**config.mk**
```make
export PLATFORM = sky130hd
export DESIGN_NAME = axi_lite_master_flat
export DESIGN_NICKNAME = d
export VERILOG_FILES = /design/src/rtl/axi_lite_master_if.sv /design/src/rtl/axi_lite_master.sv /design/src/flat_wrapper.sv
export SDC_FILE = /design/constraint.sdc
export NUM_CORES = 1
export LEC_CHECK = 0
export ABC_CLOCK_PERIOD_IN_PS = 2000
export CAP_MARGIN = 20
export CORE_MARGIN = 2
export CORE_UTILIZATION = 38
export CTS_BUF_LIST = sky130_fd_sc_hd__clkbuf_8 sky130_fd_sc_hd__clkbuf_16
export DETAILED_ROUTE_END_ITERATION = 8
export GPL_TIMING_DRIVEN = 0
export PLACE_DENSITY = 0.88
export SLEW_MARGIN = 0
export SYNTH_ARGS = -nofsm -noshare
export SYNTH_HDL_FRONTEND = slang
export SYNTH_SLANG_ARGS = --single-unit
```
**constraint.sdc**
```tcl
create_clock -name M_AXI_ACLK -period 2 [get_ports M_AXI_ACLK]
set_input_delay 0.4 -clock M_AXI_ACLK [delete_from_list [all_inputs] [get_ports M_AXI_ACLK]]
set_output_delay 0.4 -clock M_AXI_ACLK [all_outputs]
set_load 0.1 [all_outputs]
```
**src/rtl/axi_lite_master_if.sv**
```systemverilog
// AXI4-Lite bus bundle between the axi_lite_master initiator and a slave.
// The master modport drives address/data/valid and the response-channel readies.
interface axi_lite_master_if #(
  parameter int ADDR_WIDTH = 32,
  parameter int DATA_WIDTH = 32
);
  logic [ADDR_WIDTH-1:0]   M_AXI_AWADDR;
  logic [2:0]              M_AXI_AWPROT;
  logic                    M_AXI_AWVALID;
  logic                    M_AXI_AWREADY;
  logic [DATA_WIDTH-1:0]   M_AXI_WDATA;
  logic [DATA_WIDTH/8-1:0] M_AXI_WSTRB;
  logic                    M_AXI_WVALID;
  logic                    M_AXI_WREADY;
  logic [1:0]              M_AXI_BRESP;
  logic                    M_AXI_BVALID;
  logic                    M_AXI_BREADY;
  logic [ADDR_WIDTH-1:0]   M_AXI_ARADDR;
  logic [2:0]              M_AXI_ARPROT;
  logic                    M_AXI_ARVALID;
  logic                    M_AXI_ARREADY;
  logic [DATA_WIDTH-1:0]   M_AXI_RDATA;
  logic [1:0]              M_AXI_RRESP;
  logic                    M_AXI_RVALID;
  logic                    M_AXI_RREADY;

  modport master (
    output M_AXI_AWADDR, M_AXI_AWPROT, M_AXI_AWVALID,
    input  M_AXI_AWREADY,
    output M_AXI_WDATA, M_AXI_WSTRB, M_AXI_WVALID,
    input  M_AXI_WREADY,
    input  M_AXI_BRESP, M_AXI_BVALID,
    output M_AXI_BREADY,
    output M_AXI_ARADDR, M_AXI_ARPROT, M_AXI_ARVALID,
    input  M_AXI_ARREADY,
    input  M_AXI_RDATA, M_AXI_RRESP, M_AXI_RVALID,
    output M_AXI_RREADY
  );

  modport slave (
    input  M_AXI_AWADDR, M_AXI_AWPROT, M_AXI_AWVALID,
    output M_AXI_AWREADY,
    input  M_AXI_WDATA, M_AXI_WSTRB, M_AXI_WVALID,
    output M_AXI_WREADY,
    output M_AXI_BRESP, M_AXI_BVALID,
    input  M_AXI_BREADY,
    input  M_AXI_ARADDR, M_AXI_ARPROT, M_AXI_ARVALID,
    output M_AXI_ARREADY,
    output M_AXI_RDATA, M_AXI_RRESP, M_AXI_RVALID,
    input  M_AXI_RREADY
  );
endinterface

```
**src/rtl/axi_lite_master.sv**
```systemverilog
// Single-outstanding AXI4-Lite initiator: one command in, one AXI read/write out, one response back.
// Define AXI_MASTER_TIMEOUT_EN to build the watchdog that abandons a hung transaction.
module axi_lite_master #(
  parameter int ADDR_WIDTH     = 32,
  parameter int DATA_WIDTH     = 32,
  parameter int TIMEOUT_CYCLES = 1024
) (
  input  logic                    M_AXI_ACLK,
  input  logic                    M_AXI_ARESETN,
  input  logic                    cmd_valid,
  output logic                    cmd_ready,
  input  logic                    cmd_write,
  input  logic [ADDR_WIDTH-1:0]   cmd_addr,
  input  logic [DATA_WIDTH-1:0]   cmd_wdata,
  input  logic [DATA_WIDTH/8-1:0] cmd_wstrb,
  output logic                    rsp_valid,
  input  logic                    rsp_ready,
  output logic [DATA_WIDTH-1:0]   rsp_rdata,
  output logic [1:0]              rsp_resp,
  output logic                    rsp_timeout,
  axi_lite_master_if.master       m_axi
);

  localparam int STRB_WIDTH = DATA_WIDTH / 8;

  typedef enum logic [2:0] {
    IDLE,
    WR_ADDR_DATA,
    WR_RESP,
    RD_ADDR,
    RD_DATA,
    RESP
  } state_t;

  state_t                  state_q, state_d;
  logic                    cmd_ready_q, cmd_ready_d;
  logic [ADDR_WIDTH-1:0]   addr_q, addr_d;
  logic [DATA_WIDTH-1:0]   wdata_q, wdata_d;
  logic [STRB_WIDTH-1:0]   wstrb_q, wstrb_d;
  logic                    awvalid_q, awvalid_d;
  logic                    wvalid_q, wvalid_d;
  logic                    bready_q, bready_d;
  logic                    arvalid_q, arvalid_d;
  logic                    rready_q, rready_d;
  logic                    rsp_valid_q, rsp_valid_d;
  logic [DATA_WIDTH-1:0]   rsp_rdata_q, rsp_rdata_d;
  logic [1:0]              rsp_resp_q, rsp_resp_d;
  logic                    accept;

`ifdef AXI_MASTER_TIMEOUT_EN
  localparam int TMO_W = $clog2(TIMEOUT_CYCLES + 1);
  localparam logic [TMO_W-1:0] TMO_LAST = TMO_W'(TIMEOUT_CYCLES - 1);
  logic [TMO_W-1:0] tmo_q, tmo_d;
  logic             rsp_timeout_q, rsp_timeout_d;
`endif

  assign accept = cmd_valid && cmd_ready_q;

  always_comb begin
    state_d     = state_q;
    cmd_ready_d = cmd_ready_q;
    addr_d      = addr_q;
    wdata_d     = wdata_q;
    wstrb_d     = wstrb_q;
    awvalid_d   = awvalid_q;
    wvalid_d    = wvalid_q;
    bready_d    = bready_q;
    arvalid_d   = arvalid_q;
    rready_d    = rready_q;
    rsp_valid_d = rsp_valid_q;
    rsp_rdata_d = rsp_rdata_q;
    rsp_resp_d  = rsp_resp_q;
`ifdef AXI_MASTER_TIMEOUT_EN
    tmo_d         = tmo_q;
    rsp_timeout_d = rsp_timeout_q;
`endif

    case (state_q)
      IDLE: begin
        // cmd_ready comes up one edge after reset release, then stays high while idle
        cmd_ready_d = 1'b1;
        if (accept) begin
          cmd_ready_d = 1'b0;
          addr_d      = cmd_addr;
          wdata_d     = cmd_wdata;
          wstrb_d     = cmd_wstrb;
          if (cmd_write) begin
            state_d   = WR_ADDR_DATA;
            awvalid_d = 1'b1;
            wvalid_d  = 1'b1;
          end else begin
            state_d   = RD_ADDR;
            arvalid_d = 1'b1;
          end
`ifdef AXI_MASTER_TIMEOUT_EN
          tmo_d         = '0;
          rsp_timeout_d = 1'b0;
`endif
        end
      end
      WR_ADDR_DATA: begin
        if (awvalid_q && m_axi.M_AXI_AWREADY) awvalid_d = 1'b0;
        if (wvalid_q && m_axi.M_AXI_WREADY)   wvalid_d  = 1'b0;
        if ((!awvalid_q || m_axi.M_AXI_AWREADY) && (!wvalid_q || m_axi.M_AXI_WREADY)) begin
          state_d  = WR_RESP;
          bready_d = 1'b1;
        end
      end
      WR_RESP: begin
        if (m_axi.M_AXI_BVALID) begin
          state_d     = RESP;
          bready_d    = 1'b0;
          rsp_valid_d = 1'b1;
          rsp_rdata_d = '0;
          rsp_resp_d  = m_axi.M_AXI_BRESP;
        end
      end
      RD_ADDR: begin
        if (m_axi.M_AXI_ARREADY) begin
          state_d   = RD_DATA;
          arvalid_d = 1'b0;
          rready_d  = 1'b1;
        end
      end
      RD_DATA: begin
        if (m_axi.M_AXI_RVALID) begin
          state_d     = RESP;
          rready_d    = 1'b0;
          rsp_valid_d = 1'b1;
          rsp_rdata_d = m_axi.M_AXI_RDATA;
          rsp_resp_d  = m_axi.M_AXI_RRESP;
        end
      end
      RESP: begin
        if (rsp_ready) begin
          state_d     = IDLE;
          rsp_valid_d = 1'b0;
          cmd_ready_d = 1'b1;
        end
      end
      default: begin
        state_d = IDLE;
      end
    endcase

`ifdef AXI_MASTER_TIMEOUT_EN
    if (state_q != IDLE && state_q != RESP) begin
      tmo_d = tmo_q + 1'b1;
      // Watchdog wins over any handshake landing on the same edge
      if (tmo_q == TMO_LAST) begin
        state_d       = RESP;
        awvalid_d     = 1'b0;
        wvalid_d      = 1'b0;
        bready_d      = 1'b0;
        arvalid_d     = 1'b0;
        rready_d      = 1'b0;
        rsp_valid_d   = 1'b1;
        rsp_rdata_d   = '0;
        rsp_resp_d    = 2'b10;
        rsp_timeout_d = 1'b1;
      end
    end
`endif
  end

  always_ff @(posedge M_AXI_ACLK or negedge M_AXI_ARESETN) begin
    if (!M_AXI_ARESETN) begin
      state_q     <= IDLE;
      cmd_ready_q <= 1'b0;
      addr_q      <= '0;
      wdata_q     <= '0;
      wstrb_q     <= '0;
      awvalid_q   <= 1'b0;
      wvalid_q    <= 1'b0;
      bready_q    <= 1'b0;
      arvalid_q   <= 1'b0;
      rready_q    <= 1'b0;
      rsp_valid_q <= 1'b0;
      rsp_rdata_q <= '0;
      rsp_resp_q  <= 2'b00;
`ifdef AXI_MASTER_TIMEOUT_EN
      tmo_q         <= '0;
      rsp_timeout_q <= 1'b0;
`endif
    end else begin
      state_q     <= state_d;
      cmd_ready_q <= cmd_ready_d;
      addr_q      <= addr_d;
      wdata_q     <= wdata_d;
      wstrb_q     <= wstrb_d;
      awvalid_q   <= awvalid_d;
      wvalid_q    <= wvalid_d;
      bready_q    <= bready_d;
      arvalid_q   <= arvalid_d;
      rready_q    <= rready_d;
      rsp_valid_q <= rsp_valid_d;
      rsp_rdata_q <= rsp_rdata_d;
      rsp_resp_q  <= rsp_resp_d;
`ifdef AXI_MASTER_TIMEOUT_EN
      tmo_q         <= tmo_d;
      rsp_timeout_q <= rsp_timeout_d;
`endif
    end
  end

`ifdef AXI_MASTER_TIMEOUT_EN
  assign rsp_timeout = rsp_timeout_q;
`else
  logic unused_cfg;
  assign unused_cfg  = (TIMEOUT_CYCLES < 2);
  assign rsp_timeout = 1'b0;
`endif

  assign cmd_ready = cmd_ready_q;
  assign rsp_valid = rsp_valid_q;
  assign rsp_rdata = rsp_rdata_q;
  assign rsp_resp  = rsp_resp_q;

  // One address register serves both AW and AR since only one transaction is ever in flight
  assign m_axi.M_AXI_AWADDR  = addr_q;
  assign m_axi.M_AXI_AWPROT  = 3'b000;
  assign m_axi.M_AXI_AWVALID = awvalid_q;
  assign m_axi.M_AXI_WDATA   = wdata_q;
  assign m_axi.M_AXI_WSTRB   = wstrb_q;
  assign m_axi.M_AXI_WVALID  = wvalid_q;
  assign m_axi.M_AXI_BREADY  = bready_q;
  assign m_axi.M_AXI_ARADDR  = addr_q;
  assign m_axi.M_AXI_ARPROT  = 3'b000;
  assign m_axi.M_AXI_ARVALID = arvalid_q;
  assign m_axi.M_AXI_RREADY  = rready_q;

endmodule
```
**src/flat_wrapper.sv**
```systemverilog
// flat-port wrapper written by rule: the top's interface ports become plain ports
module axi_lite_master_flat 
#(
  parameter int ADDR_WIDTH     = 32,
  parameter int DATA_WIDTH     = 32,
  parameter int TIMEOUT_CYCLES = 1024
)
  (M_AXI_ACLK, M_AXI_ARESETN, cmd_valid, cmd_ready, cmd_write, cmd_addr, cmd_wdata, cmd_wstrb, rsp_valid, rsp_ready, rsp_rdata, rsp_resp, rsp_timeout, m_axi_M_AXI_AWADDR, m_axi_M_AXI_AWPROT, m_axi_M_AXI_AWVALID, m_axi_M_AXI_AWREADY, m_axi_M_AXI_WDATA, m_axi_M_AXI_WSTRB, m_axi_M_AXI_WVALID, m_axi_M_AXI_WREADY, m_axi_M_AXI_BRESP, m_axi_M_AXI_BVALID, m_axi_M_AXI_BREADY, m_axi_M_AXI_ARADDR, m_axi_M_AXI_ARPROT, m_axi_M_AXI_ARVALID, m_axi_M_AXI_ARREADY, m_axi_M_AXI_RDATA, m_axi_M_AXI_RRESP, m_axi_M_AXI_RVALID, m_axi_M_AXI_RREADY);
  axi_lite_master_if #(.ADDR_WIDTH(ADDR_WIDTH), .DATA_WIDTH(DATA_WIDTH)) m_axi_i ();
  input  logic M_AXI_ACLK;
  input  logic M_AXI_ARESETN;
  input  logic cmd_valid;
  output logic cmd_ready;
  input  logic cmd_write;
  input  logic [ADDR_WIDTH-1:0] cmd_addr;
  input  logic [DATA_WIDTH-1:0] cmd_wdata;
  input  logic [DATA_WIDTH/8-1:0] cmd_wstrb;
  output logic rsp_valid;
  input  logic rsp_ready;
  output logic [DATA_WIDTH-1:0] rsp_rdata;
  output logic [1:0] rsp_resp;
  output logic rsp_timeout;
  output wire logic [$bits(m_axi_i.M_AXI_AWADDR)-1:0] m_axi_M_AXI_AWADDR;
  output wire logic [$bits(m_axi_i.M_AXI_AWPROT)-1:0] m_axi_M_AXI_AWPROT;
  output wire logic [$bits(m_axi_i.M_AXI_AWVALID)-1:0] m_axi_M_AXI_AWVALID;
  input wire logic [$bits(m_axi_i.M_AXI_AWREADY)-1:0] m_axi_M_AXI_AWREADY;
  output wire logic [$bits(m_axi_i.M_AXI_WDATA)-1:0] m_axi_M_AXI_WDATA;
  output wire logic [$bits(m_axi_i.M_AXI_WSTRB)-1:0] m_axi_M_AXI_WSTRB;
  output wire logic [$bits(m_axi_i.M_AXI_WVALID)-1:0] m_axi_M_AXI_WVALID;
  input wire logic [$bits(m_axi_i.M_AXI_WREADY)-1:0] m_axi_M_AXI_WREADY;
  input wire logic [$bits(m_axi_i.M_AXI_BRESP)-1:0] m_axi_M_AXI_BRESP;
  input wire logic [$bits(m_axi_i.M_AXI_BVALID)-1:0] m_axi_M_AXI_BVALID;
  output wire logic [$bits(m_axi_i.M_AXI_BREADY)-1:0] m_axi_M_AXI_BREADY;
  output wire logic [$bits(m_axi_i.M_AXI_ARADDR)-1:0] m_axi_M_AXI_ARADDR;
  output wire logic [$bits(m_axi_i.M_AXI_ARPROT)-1:0] m_axi_M_AXI_ARPROT;
  output wire logic [$bits(m_axi_i.M_AXI_ARVALID)-1:0] m_axi_M_AXI_ARVALID;
  input wire logic [$bits(m_axi_i.M_AXI_ARREADY)-1:0] m_axi_M_AXI_ARREADY;
  input wire logic [$bits(m_axi_i.M_AXI_RDATA)-1:0] m_axi_M_AXI_RDATA;
  input wire logic [$bits(m_axi_i.M_AXI_RRESP)-1:0] m_axi_M_AXI_RRESP;
  input wire logic [$bits(m_axi_i.M_AXI_RVALID)-1:0] m_axi_M_AXI_RVALID;
  output wire logic [$bits(m_axi_i.M_AXI_RREADY)-1:0] m_axi_M_AXI_RREADY;
  assign m_axi_M_AXI_AWADDR = m_axi_i.M_AXI_AWADDR;
  assign m_axi_M_AXI_AWPROT = m_axi_i.M_AXI_AWPROT;
  assign m_axi_M_AXI_AWVALID = m_axi_i.M_AXI_AWVALID;
  assign m_axi_i.M_AXI_AWREADY = m_axi_M_AXI_AWREADY;
  assign m_axi_M_AXI_WDATA = m_axi_i.M_AXI_WDATA;
  assign m_axi_M_AXI_WSTRB = m_axi_i.M_AXI_WSTRB;
  assign m_axi_M_AXI_WVALID = m_axi_i.M_AXI_WVALID;
  assign m_axi_i.M_AXI_WREADY = m_axi_M_AXI_WREADY;
  assign m_axi_i.M_AXI_BRESP = m_axi_M_AXI_BRESP;
  assign m_axi_i.M_AXI_BVALID = m_axi_M_AXI_BVALID;
  assign m_axi_M_AXI_BREADY = m_axi_i.M_AXI_BREADY;
  assign m_axi_M_AXI_ARADDR = m_axi_i.M_AXI_ARADDR;
  assign m_axi_M_AXI_ARPROT = m_axi_i.M_AXI_ARPROT;
  assign m_axi_M_AXI_ARVALID = m_axi_i.M_AXI_ARVALID;
  assign m_axi_i.M_AXI_ARREADY = m_axi_M_AXI_ARREADY;
  assign m_axi_i.M_AXI_RDATA = m_axi_M_AXI_RDATA;
  assign m_axi_i.M_AXI_RRESP = m_axi_M_AXI_RRESP;
  assign m_axi_i.M_AXI_RVALID = m_axi_M_AXI_RVALID;
  assign m_axi_M_AXI_RREADY = m_axi_i.M_AXI_RREADY;
  axi_lite_master #(.ADDR_WIDTH(ADDR_WIDTH), .DATA_WIDTH(DATA_WIDTH), .TIMEOUT_CYCLES(TIMEOUT_CYCLES)) u_core (.M_AXI_ACLK(M_AXI_ACLK), .M_AXI_ARESETN(M_AXI_ARESETN), .cmd_valid(cmd_valid), .cmd_ready(cmd_ready), .cmd_write(cmd_write), .cmd_addr(cmd_addr), .cmd_wdata(cmd_wdata), .cmd_wstrb(cmd_wstrb), .rsp_valid(rsp_valid), .rsp_ready(rsp_ready), .rsp_rdata(rsp_rdata), .rsp_resp(rsp_resp), .rsp_timeout(rsp_timeout), .m_axi(m_axi_i));
endmodule
```
==> metrics, run 1 <==
run status finished clean; GP Congestion 0.796; Layout Skew 0.00718 ns; Core ar. 0.0119 mm²; worst skew pair latency 0.35 ns; ranking of synthesized cells by area dfrtp_1 (61%), mux2_2 (15%), a22o_1 (6.5%); fin crit share 0.988; Worst R2R Start u_core.state_q[0]$_DFFE_PN0P_; RSZ-0062 raised after global routing false; Synth Area in XOR/XNOR 0; syn avg cell area 13.8 µm²; Netlist Area Pre-Place 0.00460 mm²; largest net degree at the start of global routing 58; first-pass GRT wire length 20.2 mm; critical path class register to output port; NumNets Final 722; CP Capture Type output port; CP Cell Sequence dlygate4sd2_1; CTS root buffer clkbuf_16; Yosys warnings 0; critical path arrival 1.58 ns; sequential share of the synthesized area 0.609; Req. time, crit path 1.60 ns; Syn Inst Count 334; Post-synth EDFFs 0; r2r endpoint u_core.m_axi.M_AXI_ARADDR[10]$_DFFE_PN0P_; adder-cell share of the synthesized area 0; Vias/cell 4.87; Max Cap Viol 0; die height 114 µm; vias in the first global route 3880; Yosys top cell area share 0.609; Row Count 40; Die Area 0.0130 mm²; CTS tree yes; Hold WS 0.0960 ns; Synth top cells by count dfrtp_1 (112), mux2_2 (62), buf_4 (39); WL final 13.2 mm; Synth cell types 29; crit-path max cell delay 0.86 ns; most frequent cell after synthesis dfrtp_1; share of layout cells above drive strength 1 0.336; Crit path max-delay family buffers and inverters; Ports 262; Port Buffer Count 254; total number of vias 3702; final non-filler cell total 760; mux share of post-synthesis cell area 0.173; Seq cells post-synth 112; r2r setup slk 0.22 ns; headroom to the max-slew limit 0.337; CP Launch Type register; Clock Tree Buf Depth 2; Final Hold Viols 0; DRC violations left 0; Initial Utilization 0.387; main combinational cell family by area after synthesis multiplexers; fin crit period 1.98 ns; CTS buffer count 9; measured slew at the worst slew-check pin 0.998 ns; DP HPWL 10.2 mm; fill cell count 922; GRT overflow 0; initial antenna violation count 0; H-tree depth 3; Initial DRT Pass Iterations 6; Max Slew Vio Count 0; DIE WIDTH 114 µm; post-placement cell count 742; area leader, netlist dfrtp_1; Num Clock Sinks 112; post-synthesis compound-gate area fraction 0.0957; Async SR Flop Fraction 1.00; First DRT Iteration DRCs 117; ant diodes 0; detailed-route wire length per cell 17.3 µm; Hold Buf Count CTS 0; Peak Freq 506 MHz; area delta synth->final 65.1%; HP Class input pin to async pin; Simple-Gate Fraction of Synth Area 0.0337; crit path max fanout 2; clk slew on worst S/H paths 0.07 ns; prevailing post-synth register cell dfrtp_1; Routed Antenna Nets 0; Final setup viols 0; Total GRT Usage 0.202; Slowest cell on crit path dlygate4sd2_1; R2R depth 5; worst path bufs/invs 1
-- registers in the layout, indices dropped and copies added (netlist names), 2 cells and up --
name and flops:
u_core.rsp_rdata 32, u_core.m_axi.M_AXI_WSTRB 4, u_core.m_axi.M_AXI_WDATA 32, u_core.rsp_resp 2
u_core.state_q 3, u_core.m_axi.M_AXI_ARADDR 32
-- worst max path at each step --
stage | from | end | slack [ns] | cells past startpoint
floorplan | u_core.cmd_ready$_DFFE_PN0P_ | u_core.m_axi.M_AXI_ARADDR[10]$_DFFE_PN0P_ | 0.07 | 4
global placement | M_AXI_ARESETN | u_core.cmd_ready$_DFFE_PN0P_ | -3.96 | 1
detailed placement | cmd_valid | u_core.m_axi.M_AXI_ARADDR[10]$_DFFE_PN0P_ | -0.48 | 5
CTS | u_core.m_axi.M_AXI_ARADDR[25]$_DFFE_PN0P_ | m_axi_M_AXI_ARADDR[25] | 0.00009 | 1
global route | u_core.m_axi.M_AXI_WDATA[26]$_DFFE_PN0P_ | m_axi_M_AXI_WDATA[26] | 0.0001 | 1
finish | u_core.rsp_rdata[2]$_DFFE_PN0P_ | rsp_rdata[2] | 0.02 | 1
-- metrics by stage --
stage                      util  TNS (ns)  worst slack [ns]  instance area [µm²]
final                     0.638         0            0.0239                 7600
after global placement    0.617   -431.18             -3.96                 7350
after CTS                 0.645         0         0.0000920                 7680
after global routing      0.638         0          0.000103                 7600
after floorplan               -         0            0.0715                 4630
after detailed placement  0.620    -34.90            -0.484                 7380
-- routing by layer --
| metal | wire, µm | vias to the layer above | global-route usage |
|---|---|---|---|
| met2 | 6910 | 166 | 0.358 |
| met1 | 5010 | 1820 | 0.231 |
| met4 | 366 | 0 | 0.0911 |
| met3 | 869 | 28 | 0.0482 |
| met5 | 0 | - | 0 |
| li1 | - | 1688 | - |
-- cell families after synthesis --
logic type | Yosys count
muxes | 71
DFF | 112
other | 1
AOI/OAI and AO/OA | 58
buffers and inverters | 64
and+or+nand+nor | 28
-- area by class of cell --
| type | instances | area [µm²] | area share |
|---|---|---|---|
| Multi-Input combinational cell | 164 | 1420 | 0.187 |
| Timing Repair Buffer | 257 | 2450 | 0.322 |
| Clock buffer | 9 | 225 | 0.0296 |
| Sequential cell | 112 | 2800 | 0.369 |
| Inverter | 5 | 18.8 | 0.00247 |
| Buffer | 59 | 388 | 0.0510 |
| Tap cell | 147 | 184 | 0.0242 |
| Clock inverter | 7 | 111 | 0.0147 |
-- repair_timing --
item | in CTS | in global routing
resized for setup | 244 | 78
pin swaps | 1 | 0
setup buffers | 2 | 0
cloned | 0 | 0
endpoints found under the setup margin | 207 | 76
-- cell usage in the layout (no fill, tap or decap), types with 11 or more instances in the layout --
cell,netlist,final
mux2_2,62,62
buf_4,39,43
buf_2,16,16
a22o_1,34,34
clkbuf_2,0,29
clkdlybuf4s50_1,0,112
nand2_1,11,11
dfrtp_1,112,111
clkdlybuf4s15_2,0,37
clkdlybuf4s15_1,0,47
dlygate4sd2_1,0,27
Power of run 1 is left out: the tool's default activity adds up to more than one toggle a clock period on the data nets, which glitch-free logic cannot reach.
==> inputs of run 2 (changes only) <==
--- a/config.mk
+++ b/config.mk
@@ -8,11 +8,12 @@
 export ABC_CLOCK_PERIOD_IN_PS = 2000
 export CAP_MARGIN = 20
 export CORE_MARGIN = 2
-export CORE_UTILIZATION = 38
+export CORE_UTILIZATION = 48
 export CTS_BUF_LIST = sky130_fd_sc_hd__clkbuf_8 sky130_fd_sc_hd__clkbuf_16
 export DETAILED_ROUTE_END_ITERATION = 8
+export DONT_BUFFER_PORTS = 1
 export GPL_TIMING_DRIVEN = 0
-export PLACE_DENSITY = 0.88
+export PLACE_DENSITY = 0.74
 export SLEW_MARGIN = 0
 export SYNTH_ARGS = -nofsm -noshare
 export SYNTH_HDL_FRONTEND = slang
==> run 2 against run 1 <==
Compared with the run above:
- cell area fell by 33%
- cell count fell by 36%
- sequential share of layout area is 19 points higher
- the run now ends with hold timing left
- die area decreased by 20%
- maximum frequency grew 2.8%
- wire length decreased by 24%
- clock-buffer cell count did not move
- critical path type is now register to register
- global-route usage is 1.7 points lower
- worst setup slack improved by 0.054 ns
- hold slack worse by 0.38 ns
- critical path depth up 4
- non-clock buffer count fell by 254
- largest cell class is now flip-flops and latches
==> metrics, run 2 (synthesized netlist as in run 1, its figures left out) <==
run status finished, violations left; violated checks hold timing; vias in the first global route 2700 (-30%); Peak Freq 520 MHz (+2.8%); CP Capture Type register; Max Cap Viol 0 (unchanged); Row Count 35 (-13%); met2 usage 0.324 (-0.0331); die height 102 µm (-11%); First DRT Iteration DRCs 80 (-32%); grt peak-use layer met2; DP HPWL 7.52 mm (-26%); H-tree depth 3 (unchanged); Final setup viols 0 (unchanged); most frequent cells in the layout dfrtp_1 (79), mux2_2 (62), buf_4 (48); fin crit period 1.92 ns (-0.0545 ns); Initial DRT Pass Iterations 4 (-2); WL final 9.95 mm (-24%); grt met3 use 0.0732 (+0.0250); HP Class input pin to async pin; initial antenna violation count 0 (unchanged); clk slew on worst S/H paths 0.10 ns (+0.03 ns); Layout Skew 0.0130 ns (+0.00577 ns); DIE WIDTH 102 µm (-11%); commonest non-fill, non-tap cell in the layout dfrtp_1; critical path class register to register; met1 usage 0.203 (-0.0280); total number of vias 2656 (-28%); GP Congestion 0.781 (-1.9%); CTS root buffer clkbuf_8; crit path max fanout 10 (+8); Vias/cell 5.44 (+12%); share of layout cells above drive strength 1 0.476 (+0.140); RSZ-0062 raised after global routing false; measured slew at the worst slew-check pin 0.999 ns (+0.00111 ns); worst skew pair latency 0.37 ns (+0.02 ns); GRT overflow 0 (unchanged); CTS tree yes; Die Area 0.0104 mm² (-20%); DRC violations left 0 (unchanged); largest net degree at the start of global routing 113 (+95%); first-pass GRT wire length 14.4 mm (-29%); Total GRT Usage 0.185 (-0.0166); Hold WS -0.280 ns (-0.376 ns); area delta synth->final 11.1%; Final Hold Viols 112 (+112); Max Slew Vio Count 0 (unchanged); Port Buffer Count 0 (-100%); CTS buffer count 9 (unchanged); ant diodes 0 (unchanged); Core ar. 0.00928 mm² (-22%); detailed-route wire length per cell 20.4 µm (+18%); Clock Tree Buf Depth 2 (unchanged); Initial Utilization 0.496 (+0.109); Routed Antenna Nets 0 (unchanged); NumNets Final 468 (-35%); critical path arrival 2.16 ns (+0.58 ns); Place WS -0.403 ns (+0.0810 ns); Ports 262 (unchanged); Num Clock Sinks 112 (unchanged); Req. time, crit path 2.24 ns (+0.64 ns); fin crit share 0.961 (-0.0272); CP Launch Type register; headroom to the max-slew limit 0.334 (-0.00333); Setup WS post-layout 0.0784 ns (+0.0545 ns)
-- run 2: cell count changes in the layout (fill, tap and decap cells not counted), sizes merged --
cell / delta
clkinvlp: -1
clkinv: -1
clkbuf: -29
bufinv: -1
dlygate4sd2: -27
inv: +3
clkdlybuf4s15: -84
buf: -2
clkdlybuf4s50: -112
-- run 2: repair_timing --
action	in CTS	in global routing
pin swaps	1	0
cloned	0	0
buffers inserted	3	0
resized for setup	41	3
setup endpoints to repair	104	64
endpoints found under the hold margin	112	112
-- run 2: metal layers --
layer  routed length, µm  part of all wire  up-vias
li1                    -                 -     1176
met1                3460              0.35     1297
met2                5240              0.53      169
met3                1070              0.11       14
met4                 181             0.018        0
met5                   0                 0        -
-- run 2: area by class of cell --
class,instances,area [µm²]
flip-flops and latches,112,2850
well taps,129,161
inverters,5,18.8
multi-input cells,164,1430
fillers,800,4170
clock inverters,7,104
repair buffers,3,22.5
plain buffers,59,409
clock buffers,9,124
-- run 2: path summary, 6_finish.rpt --
check                                                   start                                  endpoint  slack, ns  cells after the start
worst max-delay path             u_core.cmd_ready$_DFFE_PN0P_  u_core.m_axi.M_AXI_WDATA[21]$_DFFE_PN0P_       0.08                      5
worst min-delay path                            M_AXI_ARESETN  u_core.m_axi.M_AXI_ARADDR[4]$_DFFE_PN0P_      -0.28                      0
worst max register to register   u_core.cmd_ready$_DFFE_PN0P_  u_core.m_axi.M_AXI_WDATA[21]$_DFFE_PN0P_       0.08                      5
worst min register to register  u_core.state_q[1]$_DFFE_PN0P_             u_core.state_q[1]$_DFFE_PN0P_       0.78                      4
max in group asynchronous                       M_AXI_ARESETN           u_core.rsp_rdata[7]$_DFFE_PN0P_       2.15                      0
min in group M_AXI_ACLK                             rsp_ready              u_core.rsp_valid$_DFFE_PN0P_       0.15                      1
-- run 2: worst max-delay path, stage by stage, from the launching register on --
cell,delay [ns]
dfrtp_4,0.67
nand2_4,0.11
nor4_4,0.30
buf_4,0.19
buf_4,0.19
mux2_2,0.35
-- run 2: stage by stage --
stage	area, µm²	TNS [ns]	utilization	instances
detailed placement	4790	-25.67	0.516	469
global route	5120	0	0.551	488
global placement	4790	-25.22	0.516	469
floorplan	4630	0	-	340
CTS	5100	0	0.550	488
finish	5120	0	0.551	488
Power of run 2 is left out for the same reason.
